`src/rtl/given_cache_control.sv`:
```
// given_cache_control: hit/writeback/allocate sequencer for a direct-mapped write-back cache.
// Define CACHE_PERF_CNT_EN to enable the saturating hit/miss/writeback counters.
module given_cache_control #(
    parameter int CNT_WIDTH = 32
) (
    input  logic                 clk,
    input  logic                 rst,
    input  logic                 mem_read,
    input  logic                 mem_write,
    output logic                 mem_resp,
    output logic                 pmem_read,
    output logic                 pmem_write,
    input  logic                 pmem_resp,
    input  logic                 hit,
    input  logic                 dirty_out,
    output logic                 tag_load,
    output logic                 valid_load,
    output logic                 dirty_load,
    output logic                 dirty_in,
    output logic [1:0]           writing,
    output logic [CNT_WIDTH-1:0] hit_count,
    output logic [CNT_WIDTH-1:0] miss_count,
    output logic [CNT_WIDTH-1:0] wb_count
);
    typedef enum logic [1:0] {IDLE, WRITEBACK, ALLOCATE} state_t;
    state_t state_q, state_d;
    logic req;
    assign req = mem_read | mem_write;
    always_comb begin
        state_d    = state_q;
        mem_resp   = 1'b0;
        pmem_read  = 1'b0;
        pmem_write = 1'b0;
        tag_load   = 1'b0;
        valid_load = 1'b0;
        dirty_load = 1'b0;
        dirty_in   = 1'b0;
        writing    = 2'b10;
        if (!rst) begin
            case (state_q)
                IDLE: begin
                    if (req && hit) begin
                        mem_resp = 1'b1;
                        // a simultaneous read+write is serviced as a write
                        if (mem_write) begin
                            writing    = 2'b01;
                            dirty_load = 1'b1;
                            dirty_in   = 1'b1;
                        end
                    end else if (req) begin
                        state_d = dirty_out ? WRITEBACK : ALLOCATE;
                    end
                end
                WRITEBACK: begin
                    pmem_write = 1'b1;
                    if (pmem_resp) begin
                        dirty_load = 1'b1;
                        state_d    = ALLOCATE;
                    end
                end
                ALLOCATE: begin
                    pmem_read = 1'b1;
                    if (pmem_resp) begin
                        writing    = 2'b00;
                        tag_load   = 1'b1;
                        valid_load = 1'b1;
                        dirty_load = 1'b1;
                        state_d    = IDLE;
                    end
                end
                default: state_d = IDLE;
            endcase
        end
    end
    always_ff @(posedge clk) begin
        if (rst) state_q <= IDLE;
        else     state_q <= state_d;
    end
`ifdef CACHE_PERF_CNT_EN
    logic [CNT_WIDTH-1:0] hit_count_q, hit_count_d, miss_count_q, miss_count_d, wb_count_q, wb_count_d;
    logic fill_q, fill_d;
    // fill_q marks the IDLE cycle right after a fill, whose hit is not a true hit
    always_comb begin
        fill_d       = (state_q == ALLOCATE) && pmem_resp;
        hit_count_d  = hit_count_q + CNT_WIDTH'((state_q == IDLE) && req && hit && !fill_q && !(&hit_count_q));
        miss_count_d = miss_count_q + CNT_WIDTH'((state_q == IDLE) && (state_d != IDLE) && !(&miss_count_q));
        wb_count_d   = wb_count_q + CNT_WIDTH'((state_q == WRITEBACK) && pmem_resp && !(&wb_count_q));
    end
    always_ff @(posedge clk) begin
        if (rst) begin
            fill_q       <= 1'b0;
            hit_count_q  <= '0;
            miss_count_q <= '0;
            wb_count_q   <= '0;
        end else begin
            fill_q       <= fill_d;
            hit_count_q  <= hit_count_d;
            miss_count_q <= miss_count_d;
            wb_count_q   <= wb_count_d;
        end
    end
    assign hit_count  = hit_count_q;
    assign miss_count = miss_count_q;
    assign wb_count   = wb_count_q;
`else
    assign hit_count  = '0;
    assign miss_count = '0;
    assign wb_count   = '0;
`endif
endmodule

```
`config.mk`:
```
export PLATFORM = sky130hd
export DESIGN_NAME = given_cache_control
export DESIGN_NICKNAME = d
export VERILOG_FILES = /design/src/rtl/given_cache_control.sv
export SDC_FILE = /design/constraint.sdc
export NUM_CORES = 1
export LEC_CHECK = 0
export ABC_CLOCK_PERIOD_IN_PS = 2190
export CELL_PAD_IN_SITES_DETAIL_PLACEMENT = 1
export CELL_PAD_IN_SITES_GLOBAL_PLACEMENT = 1
export CORE_MARGIN = 2
export CORE_UTILIZATION = 18
export DETAILED_ROUTE_END_ITERATION = 8
export PLACE_DENSITY_LB_ADDON = 0.3
export SYNTH_ARGS = -nofsm -noshare
export SYNTH_HDL_FRONTEND = slang
export SYNTH_SLANG_ARGS = --single-unit
```
`constraint.sdc`:
```
create_clock -name clk -period 2.19 [get_ports clk]
set_input_delay 0.657 -clock clk [delete_from_list [all_inputs] [get_ports clk]]
set_output_delay 0.657 -clock clk [all_outputs]
set_load 0.05 [all_outputs]
```
; ---- After elaboration in Yosys (flattened, before gate mapping)
; Index checks and enable logic that the tools add are counted.
[totals]
register_bits = 2
output_inout_bits = 105
wordCells = 39
[classes]
eq_ne = 6
muxes = 27
n_bitwise = 1
reduce_logical = 4
[ops]
columns = operator, count
row1 = $mux W2, 9
row2 = $mux W1, 15
row3 = $ne A2 B2 Y1 const B, 4
row4 = $pmux W2 S3, 1
row5 = $pmux W2 S2, 1
row6 = $reduce_and A4 Y1, 1
row7 = $eq A2 B1 Y1 const B, 1
row8 = $eq A2 B2 Y1 const B, 1
row9 = $logic_not A2 Y1, 1
row10 = $pmux W1 S2, 1
row11 = $reduce_or A2 Y1, 1
row12 = $logic_and A1 B1 Y1, 1
row13 = $or A1 B1 Y1, 1

; ---- Logic depth before layout (Yosys ltp)
; Gate-level depths: netlist of the first run.
[logic_depth]
depth_word = 5
ltp_mapped = 5
mapped_depth_nobuf = 5

; ---- Worst setup path before layout of the first run
; OpenSTA, ideal clock, no wires.
[synth_path]
path_type = input to output
from = input port rst
to = output port mem_resp
arrival_time_ps = 1982
required_ps = 1533
setup_slack_ps = -449
stages = 2
path_buffers = 0
cell_sequence = nand2b_2 -> nor3b_1
[synth_between]
elab_chain_len = 1
[synth_lines]
columns = element, line_no
row1 = start: declaration, 7  ; input logic rst,
row2 = $mux W1, 39  ; if (!rst) begin
row3 = end: declaration, 10  ; output logic mem_resp,
; No other way between the ends.

; ---- Worst setup path after layout of the first run
[layout_path]
from = register state_q[1]
to = output port writing[1]
[layout_between]
elab_chain_len = 3
word_cells_on_any_way = 4
[layout_lines]
columns = element, line_no
row1 = start: declaration, 26  ; state_t state_q, state_d;
row2 = start signal: assignment, 77  ; else state_q <= state_d;
row3 = $eq A2 B2 Y1 or $logic_not A2 Y1 (tied branches), 40  ; case (state_q)
row4 = $pmux W2 S2 (*), 40
row5 = $mux W2 (*), 39
row6 = end: declaration, 20  ; output logic [1:0] writing,
; Mark *: on every way between the ends. The rest lies on a longest branch, timed or not.

==> impl_metrics.tcl, run 1 <==
set metrics [dict create \
    status "finished, final reports clean" \
    worstPathMaxFanout 4 \
    synth_edf_count 0 \
    final_max_slew_viol_count 0 \
    cts_made_buffers 3 \
    layout.nets 173 \
    rows 27 \
    ys.flop_type "dfxtp_1" \
    placedCellCount 224 \
    cts_htree_levels 1 \
    grt_pass1_wl_um 2140 \
    syn_inst 132 \
    finalHoldViolations 0 \
    ys_seq_area_share_pct 3.93 \
    cts_max_path_buffers 2 \
    syn_area_um2 1020 \
    crit_family "compound AO/OA/AOI/OAI gates" \
    grt_pass1_vias 442 \
    drive_gt1_share_pct 27.8 \
    r2r_slack_ns 0.62 \
    clkPwrFrac_pct 16.4 \
    combinationalPowerShare_pct 77.3 \
    power_density_nw_per_um2 748 \
    worstReg2RegEnd "state_q[0]" \
    top_register "state_q" \
    critPathArrivalTime_ns 1.47 \
    mostFrequentLayoutCell "conb_1" \
    dr.pass1.iters 2 \
    final_cell_mix "conb_1 (96), buf_4 (8), buf_12 (7)" \
    cap_viol_max_count 0 \
    yosysWarnings 0 \
    drt_iter0_markers 23 \
    fin_crit_sh_pct 97.2 \
    grt_overflow 0 \
    rr_worst_depth 6 \
    min_period_ns 2.13 \
    cp-start-kind "flop" \
    ys_ff_latch 2 \
    track_usage_pct 4.46 \
    grt_max_degree 8 \
    clk_pin_slew_ns 0.03 \
    clock_latency_ns 0.21 \
    path_class "reg -> out" \
    critPathBufInv 3 \
    cts_tree "done" \
    setup_tns_ns 0 \
    wl_um 1660 \
    io_pins 112 \
    vdd_drop_max_mv 0.208 \
    worstPathCellList "inv_2 -> buf_4 -> ha_2 -> a2111o_1 -> buf_6" \
    async_reset_ff_share_pct 0 \
    drc 0 \
    cts_hold_buf 0 \
    cp.required_ns 1.53 \
    postRouteAntennaNets 0 \
    yosysTopAreaCell "buf_4" \
    coreArea_um2 5470 \
    setup_viol 0 \
    skew_ns 0.00331 \
    max_freq_mhz 470 \
    cp-end-kind "output port" \
    synth.distinct_cells 23 \
    hp-start "state_q[0]" \
    cp-startpoint "state_q[1]" \
    syn_avg_cell_area_um2 7.73 \
    p_leak_nw 0.633 \
    min_path_cells 2 \
    cpPeakStageDelay_ns 0.37 \
    clock-sinks 2 \
    rr_startpoint "state_q[1]" \
    ff_latch_area_um2 45.0 \
    io_buffer_count 15 \
    synth_top_cells_by_area "buf_4 (72%), ha_1 (7.4%), dfxtp_1 (3.9%)" \
    viasPerCell 2.60 \
    instances_no_fill 230 \
    p_sw_mw 0.549 \
    largest_register_ffs 2 \
    synthToLayoutAreaGrowth_pct 14.4 \
    hp-class "reg -> reg" \
    diodes 0 \
    dieArea_um2 6280 \
    dp_hpwl_um 1440 \
    slowest_stage "a2111o_1" \
    fillers 692 \
    multiInputGateArea_um2 662 \
    fin_util_pct 21.3 \
    rsz0062_at_grt "no" \
    grt_antenna_before_repair 0 \
    yosysTopAreaCellShare_pct 72.1 \
    root_buffer "clkbuf_8" \
    reg_top3 "state_q (2)" \
    vias 597 \
    p_seq_share_pct 6.3 \
    p_int_mw 0.323 \
    p_sw_share_pct 63.0 \
    initial_core_util_pct 18.6 \
    chipHeight_um 79.3 \
    die_w_um 79.3 \
    gp_congestion 0.774 \
    wl_per_cell_um 7.20 \
    hold_path_end "state_q[0]" \
]
-- power by group through the flow --
| stage | sequential [mW] | clock, mW | combinational (mW) |
|---|---|---|---|
| after floorplan | 0.0480 | 0 | 0.636 |
| final | 0.0546 | 0.143 | 0.674 |
| after CTS | 0.0514 | 0.150 | 0.643 |
| after global routing | 0.0561 | 0.156 | 0.705 |
| after detailed placement | 0.0495 | 0 | 0.614 |
| after global placement | 0.0494 | 0 | 0.615 |
-- metal layers --
layer  GRT usage (%)  part of all wire, %  vias up
met1            5.11                   32      265
met5               0                    0        -
li1                -                    -      277
met3            2.84                   16        0
met2            6.95                   52       55
met4            1.03                    0        0
-- final cells by class --
cell class,instances,share of cell area [%]
multi-input cells,124,56.8
repair buffers,26,26.9
well taps,72,7.73
flip-flops and latches,2,3.86
clock buffers,3,3.54
inverters,3,1.18
-- worst min-delay path: stages (launching register included) --
cell and delay (ns):
dfxtp_2 0.33, inv_4 0.10, o32ai_1 0.11
-- through the flow --
| step | worst slack (ns) | area (um2) | hold slack, ns | total power [mW] |
|---|---|---|---|---|
| after floorplan | 0.00824 | 1400 | 0.547 | 0.684 |
| after global placement | -0.301 | 1040 | 0.676 | 0.664 |
| after detailed placement | -0.294 | 1040 | 0.653 | 0.663 |
| after CTS | -0.0199 | 1130 | 0.608 | 0.844 |
| after global routing | 0.000318 | 1170 | 0.625 | 0.917 |
| final | 0.0622 | 1170 | 0.591 | 0.872 |
-- cell families (layout without fill, tap and decap cells) --
family,Yosys count,count (layout),share of synthesized area [%]
DFF,2,2,3.93
and+or+nand+nor,13,13,7.61
AOI/OAI and AO/OA,9,9,7.49
adders and majority gates,6,6,7.36
buffers and inverters,101,32,73.3
other,1,96,0.368
-- worst max path at each step --
| stage | end | slack (ns) | cells past startpoint |
|---|---|---|---|
| after floorplan | mem_resp | 0.008 | 2 |
| after global placement | writing[1] | -0.30 | 4 |
| after detailed placement | writing[1] | -0.29 | 4 |
| after CTS | writing[1] | -0.02 | 5 |
| after global routing | writing[1] | 0.0003 | 5 |
| final | writing[1] | 0.06 | 5 |
-- synthesized netlist by cell type (2+ instances only) --
cell / number
dfxtp_1: 2
nor2_1: 3
ha_1: 6
and2b_2: 2
nand2_1: 2
inv_1: 3
buf_4: 98
-- what timing repair did --
| action | in CTS | in global routing |
|---|---|---|
| pin swaps | 3 | 3 |
| setup endpoints to repair | 9 | 2 |
| resized for setup | 22 | 11 |
| buffers inserted | 0 | 3 |
Power figures use the tool's default switching activity.
==> inputs of run 2 (changes only) <==
--- a/config.mk
+++ b/config.mk
@@ -5,11 +5,12 @@
 export SDC_FILE = /design/constraint.sdc
 export NUM_CORES = 1
 export LEC_CHECK = 0
+export ABC_AREA = 1
 export ABC_CLOCK_PERIOD_IN_PS = 2190
 export CELL_PAD_IN_SITES_DETAIL_PLACEMENT = 1
 export CELL_PAD_IN_SITES_GLOBAL_PLACEMENT = 1
 export CORE_MARGIN = 2
-export CORE_UTILIZATION = 18
+export CORE_UTILIZATION = 17
 export DETAILED_ROUTE_END_ITERATION = 8
 export PLACE_DENSITY_LB_ADDON = 0.3
 export SYNTH_ARGS = -nofsm -noshare
==> run 2 against run 1 <==
Synthesized area up 0.25%. Synthesized cell count rose by 7.6%. Sequential power rose by 45%. Clock power about the same. Clock skew shrank 0.00081 ns. Via count decreased by 2.0%. Routed wire length down 9.5%. Register-to-register slack gained 0.31 ns. Critical endpoint is now mem_resp. Utilization shrank 1.8 points. First-iteration DRC count down 30%. Critical path depth decreased by 1. Sequential cell count is the same.
==> impl_metrics.tcl, run 2 <==
set metrics [dict create \
    min_period_ns 2.17 \
    max_freq_mhz 460 \
    rsz0062_at_grt "yes" \
    yosysWarnings 0 \
    drc 0 \
    place_ws_ns -0.233 \
    p_int_mw 0.487 \
    root_buffer "clkbuf_8" \
    whs_ns 0.643 \
    skew_ns 0.00250 \
    initial_core_util_pct 17.5 \
    syn_avg_cell_area_um2 7.20 \
    grt_max_degree 7 \
    postRouteAntennaNets 0 \
    status "finished, final reports clean" \
    async_reset_ff_share_pct 0 \
    ys_seq_area_share_pct 3.92 \
    yosysTopAreaCellShare_pct 72.0 \
    layout.nets 180 \
    synth_common_cells "buf_4 (98), nand2_1 (10), ha_1 (6), inv_1 (6), nor2_1 (6)" \
    syn_area_um2 1020 \
    crit_family "buffers and inverters" \
    critPathArrivalTime_ns 1.52 \
    final_max_slew_viol_count 0 \
    top_register "state_q" \
    rr_worst_depth 7 \
    ys.flop_type "dfxtp_1" \
    p_leak_nw 0.636 \
    wl_per_cell_um 6.24 \
    setup_ws_ns 0.0177 \
    grt_overflow 0 \
    clk_pin_slew_ns 0.03 \
    coreArea_um2 5850 \
    syn_inst 142 \
    finalHoldViolations 0 \
    cts_setup_buffers 0 \
    cp-start-kind "input pin" \
    track_usage_pct 3.82 \
    combinationalPowerShare_pct 82.8 \
    hp-class "reg -> reg" \
    p_sw_mw 0.797 \
    grt_antenna_before_repair 0 \
    reg_top3 "state_q (2)" \
    gp_congestion 0.646 \
    cp-startpoint "mem_read" \
    drive_gt1_share_pct 21.8 \
    cts_tree "done" \
    hp-start "state_q[1]" \
    ys_ff_latch 2 \
    worstPathMaxFanout 2 \
    grt_pass1_vias 447 \
    rr_startpoint "state_q[0]" \
    synthToLayoutAreaGrowth_pct 11.8 \
    die_w_um 81.5 \
    rows 28 \
    cp.depth 4 \
    grt_pass1_wl_um 1930 \
    clkPwrFrac_pct 11.0 \
    vdd_drop_max_mv 0.355 \
    vias 585 \
    dieArea_um2 6650 \
    synth_edf_count 0 \
    cts_made_buffers 3 \
    drt_iter0_markers 16 \
    cp-end-kind "output port" \
    fillers 741 \
    mostFrequentLayoutCell "conb_1" \
    viasPerCell 2.44 \
    min_path_cells 4 \
    clock_latency_ns 0.21 \
    largest_register_ffs 2 \
    cp.required_ns 1.53 \
    dr.pass1.iters 3 \
    synth.distinct_cells 17 \
    wl_um 1500 \
    power_density_nw_per_um2 1120 \
    synth_most_common_cell "buf_4" \
    cap_viol_max_count 0 \
    cts_htree_levels 1 \
    slowest_stage "clkdlybuf4s50_1" \
    final_cell_mix "conb_1 (96), nand2_1 (10), buf_12 (9)" \
    setup_viol 0 \
    clock-sinks 2 \
    place_area_um2 1050 \
    io_buffer_count 15 \
    fin_area_um2 1140 \
    cpPeakStageDelay_ns 0.45 \
    yosysTopAreaCell "buf_4" \
    p_seq_share_pct 6.2 \
    path_class "in -> out" \
    diodes 0 \
    critPathBufInv 2 \
    fin_crit_sh_pct 99.2 \
    dp_hpwl_um 1390 \
    p_sw_share_pct 62.1 \
    cts_max_path_buffers 2 \
    worstPathCellList "clkdlybuf4s50_1 -> nor2_1 -> nor3_2 -> buf_12" \
    chipHeight_um 81.5 \
    setup_tns_ns 0 \
    power.total_mw 1.28 \
    io_pins 112 \
    synth_top_cells_by_area "buf_4 (72%), ha_1 (7.3%), dfxtp_1 (3.9%)" \
]
==> run 2: changes by cell type in the layout (fill, tap and decap cells not counted), sizes merged, moves of 3 or more <==
cell / change
o21ai: +3
nand2: +8
inv: +4
clkbuf: -4
nor2: +5
==> run 2: logic make-up after synthesis <==
| logic type | after synthesis | share of synthesized area, % |
|---|---|---|
| AO/OA/AOI/OAI | 5 | 3.55 |
| buffers and inverters | 105 | 74.5 |
| flip-flops | 2 | 3.92 |
| other | 1 | 0.367 |
| AND/OR/NAND/NOR | 23 | 10.3 |
| adder cells (fa/ha/maj) | 6 | 7.34 |
==> run 2: metrics by stage <==
step | utilization [%] | cells
floorplan | - | 237
global placement | 18.0 | 237
detailed placement | 18.0 | 237
CTS | 18.9 | 240
global route | 19.5 | 240
finish | 19.5 | 240
==> run 2: repair_timing <==
item,in CTS,in global routing
gates resized for setup,7,13
hold buffers,0,0
hold endpoints to repair,0,0
gates cloned,0,0
pin swaps,2,2
setup endpoints to repair,9,7
==> run 2: cell type report <==
class | count | area, um2 | area share, %
clock buffers | 3 | 41.3 | 3.61
inverters | 7 | 26.3 | 2.30
multi-input cells | 130 | 633 | 55.4
flip-flops and latches | 2 | 41.3 | 3.61
well taps | 75 | 93.8 | 8.21
repair buffers | 23 | 307 | 26.8
==> run 2: metal layers <==
layer / routed length, um / vias to the layer above / part of all wire (%) / global-route usage (%)
met5: 0 / - / 0 / 0
met4: 0 / 0 / 0 / 1.02
met3: 309 / 0 / 21 / 2.42
met2: 686 / 62 / 46 / 6.56
met1: 502 / 240 / 34 / 3.86
li1: - / 283 / - / -
==> run 2: final timing paths <==
check             slack (ns)          to
setup / recovery        0.02    mem_resp
hold reg to reg         0.64  state_q[1]
hold / removal          0.64  state_q[1]
setup reg to reg        0.93  state_q[1]
==> run 2: power groups by stage <==
| stage | Combinational, mW | Clock [mW] | Sequential, mW |
|---|---|---|---|
| after detailed placement | 0.995 | 0 | 0.0743 |
| after global routing | 1.15 | 0.152 | 0.0823 |
| after global placement | 1.00 | 0 | 0.0739 |
| after CTS | 1.03 | 0.148 | 0.0738 |
| final | 1.06 | 0.142 | 0.0793 |
| after floorplan | 0.864 | 0 | 0.0697 |
==> run 2: worst register-to-register path, delay by kind of cell (launching register included) <==
family / cells / cell delay (ns)
AND/OR/NAND/NOR: 4 / 0.40
flip-flops: 1 / 0.36
buffers and inverters: 2 / 0.21
adder cells (fa/ha/maj): 1 / 0.19
==> inputs of run 3 (changes only) <==
--- a/config.mk
+++ b/config.mk
@@ -13,6 +13,7 @@
 export CORE_UTILIZATION = 17
 export DETAILED_ROUTE_END_ITERATION = 8
 export PLACE_DENSITY_LB_ADDON = 0.3
+export REMOVE_ABC_BUFFERS = 1
 export SYNTH_ARGS = -nofsm -noshare
 export SYNTH_HDL_FRONTEND = slang
 export SYNTH_SLANG_ARGS = --single-unit
==> run 3 against run 2 <==
Hold slack worse by 0.0095 ns. Highest routed layer is now met4. Die area stayed put. Sequential share of layout area is 0.42 points higher. Sequential power is 6.6% higher. Critical path type unchanged. Largest cell class unchanged. Routed wire length is 14% higher. Total power is 0.24% lower. Combinational power hardly changed. Sequential cell count stayed put. Register-to-register slack better by 0.04 ns. Critical path depth is 1 higher. Via count is 4.3% higher.
==> impl_metrics.tcl, run 3 (synthesized netlist as in run 2, its figures left out) <==
set metrics [dict create \
    cts_max_path_buffers 2 \
    cts_made_buffers 3 \
    power.total_mw 1.28 \
    final_max_slew_viol_count 0 \
    track_usage_pct 4.46 \
    combinationalPowerShare_pct 81.8 \
    top_register "state_q" \
    cp-end-kind "output port" \
    mostFrequentLayoutCell "conb_1" \
    cap_viol_max_count 0 \
    power_density_nw_per_um2 1150 \
    dp_hpwl_um 1550 \
    grt_pass1_vias 435 \
    cts_htree_levels 1 \
    dr.pass1.iters 3 \
    setup_tns_ns 0 \
    grt_overflow 0 \
    drive_gt1_share_pct 24.1 \
    cts_setup_buffers 0 \
    p_leak_nw 0.637 \
    fin_crit_sh_pct 97.9 \
    largest_register_ffs 2 \
    wl_per_cell_um 7.06 \
    dieArea_um2 6650 \
    worstPathMaxFanout 3 \
    layout.nets 181 \
    setup_ws_ns 0.0464 \
    clk_pin_slew_ns 0.03 \
    min_period_ns 2.14 \
    die_w_um 81.5 \
    fillers 747 \
    viasPerCell 2.53 \
    cts_hold_buf 0 \
    io_buffer_count 15 \
    path_class "in -> out" \
    hp-class "reg -> reg" \
    p_int_mw 0.488 \
    clock-sinks 2 \
    vias 610 \
    drt_iter0_markers 13 \
    cts_tree "done" \
    cp-start-kind "input pin" \
    fin_area_um2 1120 \
    root_buffer "clkbuf_8" \
    p_sw_mw 0.793 \
    drc 0 \
    reg_top3 "state_q (2)" \
    synthToLayoutAreaGrowth_pct 9.18 \
    place_area_um2 1040 \
    grt_util_met2_pct 7.95 \
    rsz0062_at_grt "no" \
    cp.required_ns 1.53 \
    vdd_drop_max_mv 0.368 \
    place_ws_ns -0.286 \
    finalHoldViolations 0 \
    critPathArrivalTime_ns 1.49 \
    p_sw_share_pct 61.9 \
    initial_core_util_pct 17.5 \
    grtUsageMet1_pct 4.06 \
    grt_pass1_wl_um 2130 \
    rows 28 \
    grt_max_degree 7 \
    diodes 0 \
    whs_ns 0.634 \
    p_seq_share_pct 6.6 \
    gp_congestion 0.650 \
    postRouteAntennaNets 0 \
    status "finished, final reports clean" \
    coreArea_um2 5850 \
    clock_latency_ns 0.22 \
    setup_viol 0 \
    clkPwrFrac_pct 11.6 \
    io_pins 112 \
    skew_ns 0.00506 \
    max_freq_mhz 467 \
    final_cell_mix "conb_1 (96), nand2_1 (10), buf_12 (9), buf_4 (9)" \
    wl_um 1700 \
    top_usage_layer "met2" \
    grt_antenna_before_repair 0 \
    chipHeight_um 81.5 \
    grt.met3_usage_pct 2.64 \
]
==> run 3: cell count changes in the layout (fill, tap and decap cells not counted), sizes merged <==
cell	before	now
dlygate4sd2	1	2
clkdlybuf4s50	2	1
clkbuf	3	4
clkdlybuf4s15	3	1
buf	17	19
==> run 3: cell type report <==
cell class	instances	area, um2	share of cell area (%)
timing repair buffer	24	295	26.5
sequential	2	45.0	4.04
clock buffer	3	41.3	3.70
inverter	7	26.3	2.35
multi-input combinational	130	614	55.0
tap	75	93.8	8.41
==> run 3: metal layers <==
layer,up-vias,share of wire [%]
met3,2,17
li1,285,-
met4,0,1.4
met5,-,0
met1,263,30
met2,60,52
==> run 3: timing repair <==
item	4_1_cts	5_1_grt
resized for setup	15	10
pin swaps	2	1
endpoints found under the setup margin	9	4
==> run 3: critical path, stage by stage <==
cell and delay (ns):
dlygate4sd2_1 0.25, nand3_2 0.12, a211oi_2 0.19, buf_4 0.14
buf_12 0.12
==> run 3: power groups by stage <==
stage                     Clock, mW  Sequential [mW]  Combinational, mW
final                         0.149           0.0845               1.05
after CTS                     0.159           0.0787               1.01
after floorplan                   0           0.0697              0.712
after detailed placement          0           0.0738              0.999
after global routing          0.158           0.0889               1.13
after global placement            0           0.0742               1.00
==> run 3: path summary, 6_finish.rpt <==
path,startpoint,end,slack [ns],cells past startpoint
max reg2reg,state_q[1],state_q[0],0.97,8
max,hit,dirty_load,0.05,5
min,state_q[1],state_q[1],0.63,4
min reg2reg,state_q[1],state_q[1],0.63,4
==> run 3: metrics by stage <==
step	instances	util (%)
2_1_floorplan	139	-
3_3_place_gp	238	17.9
3_5_place_dp	238	17.9
4_1_cts	241	18.8
5_1_grt	241	19.1
6_report	241	19.1
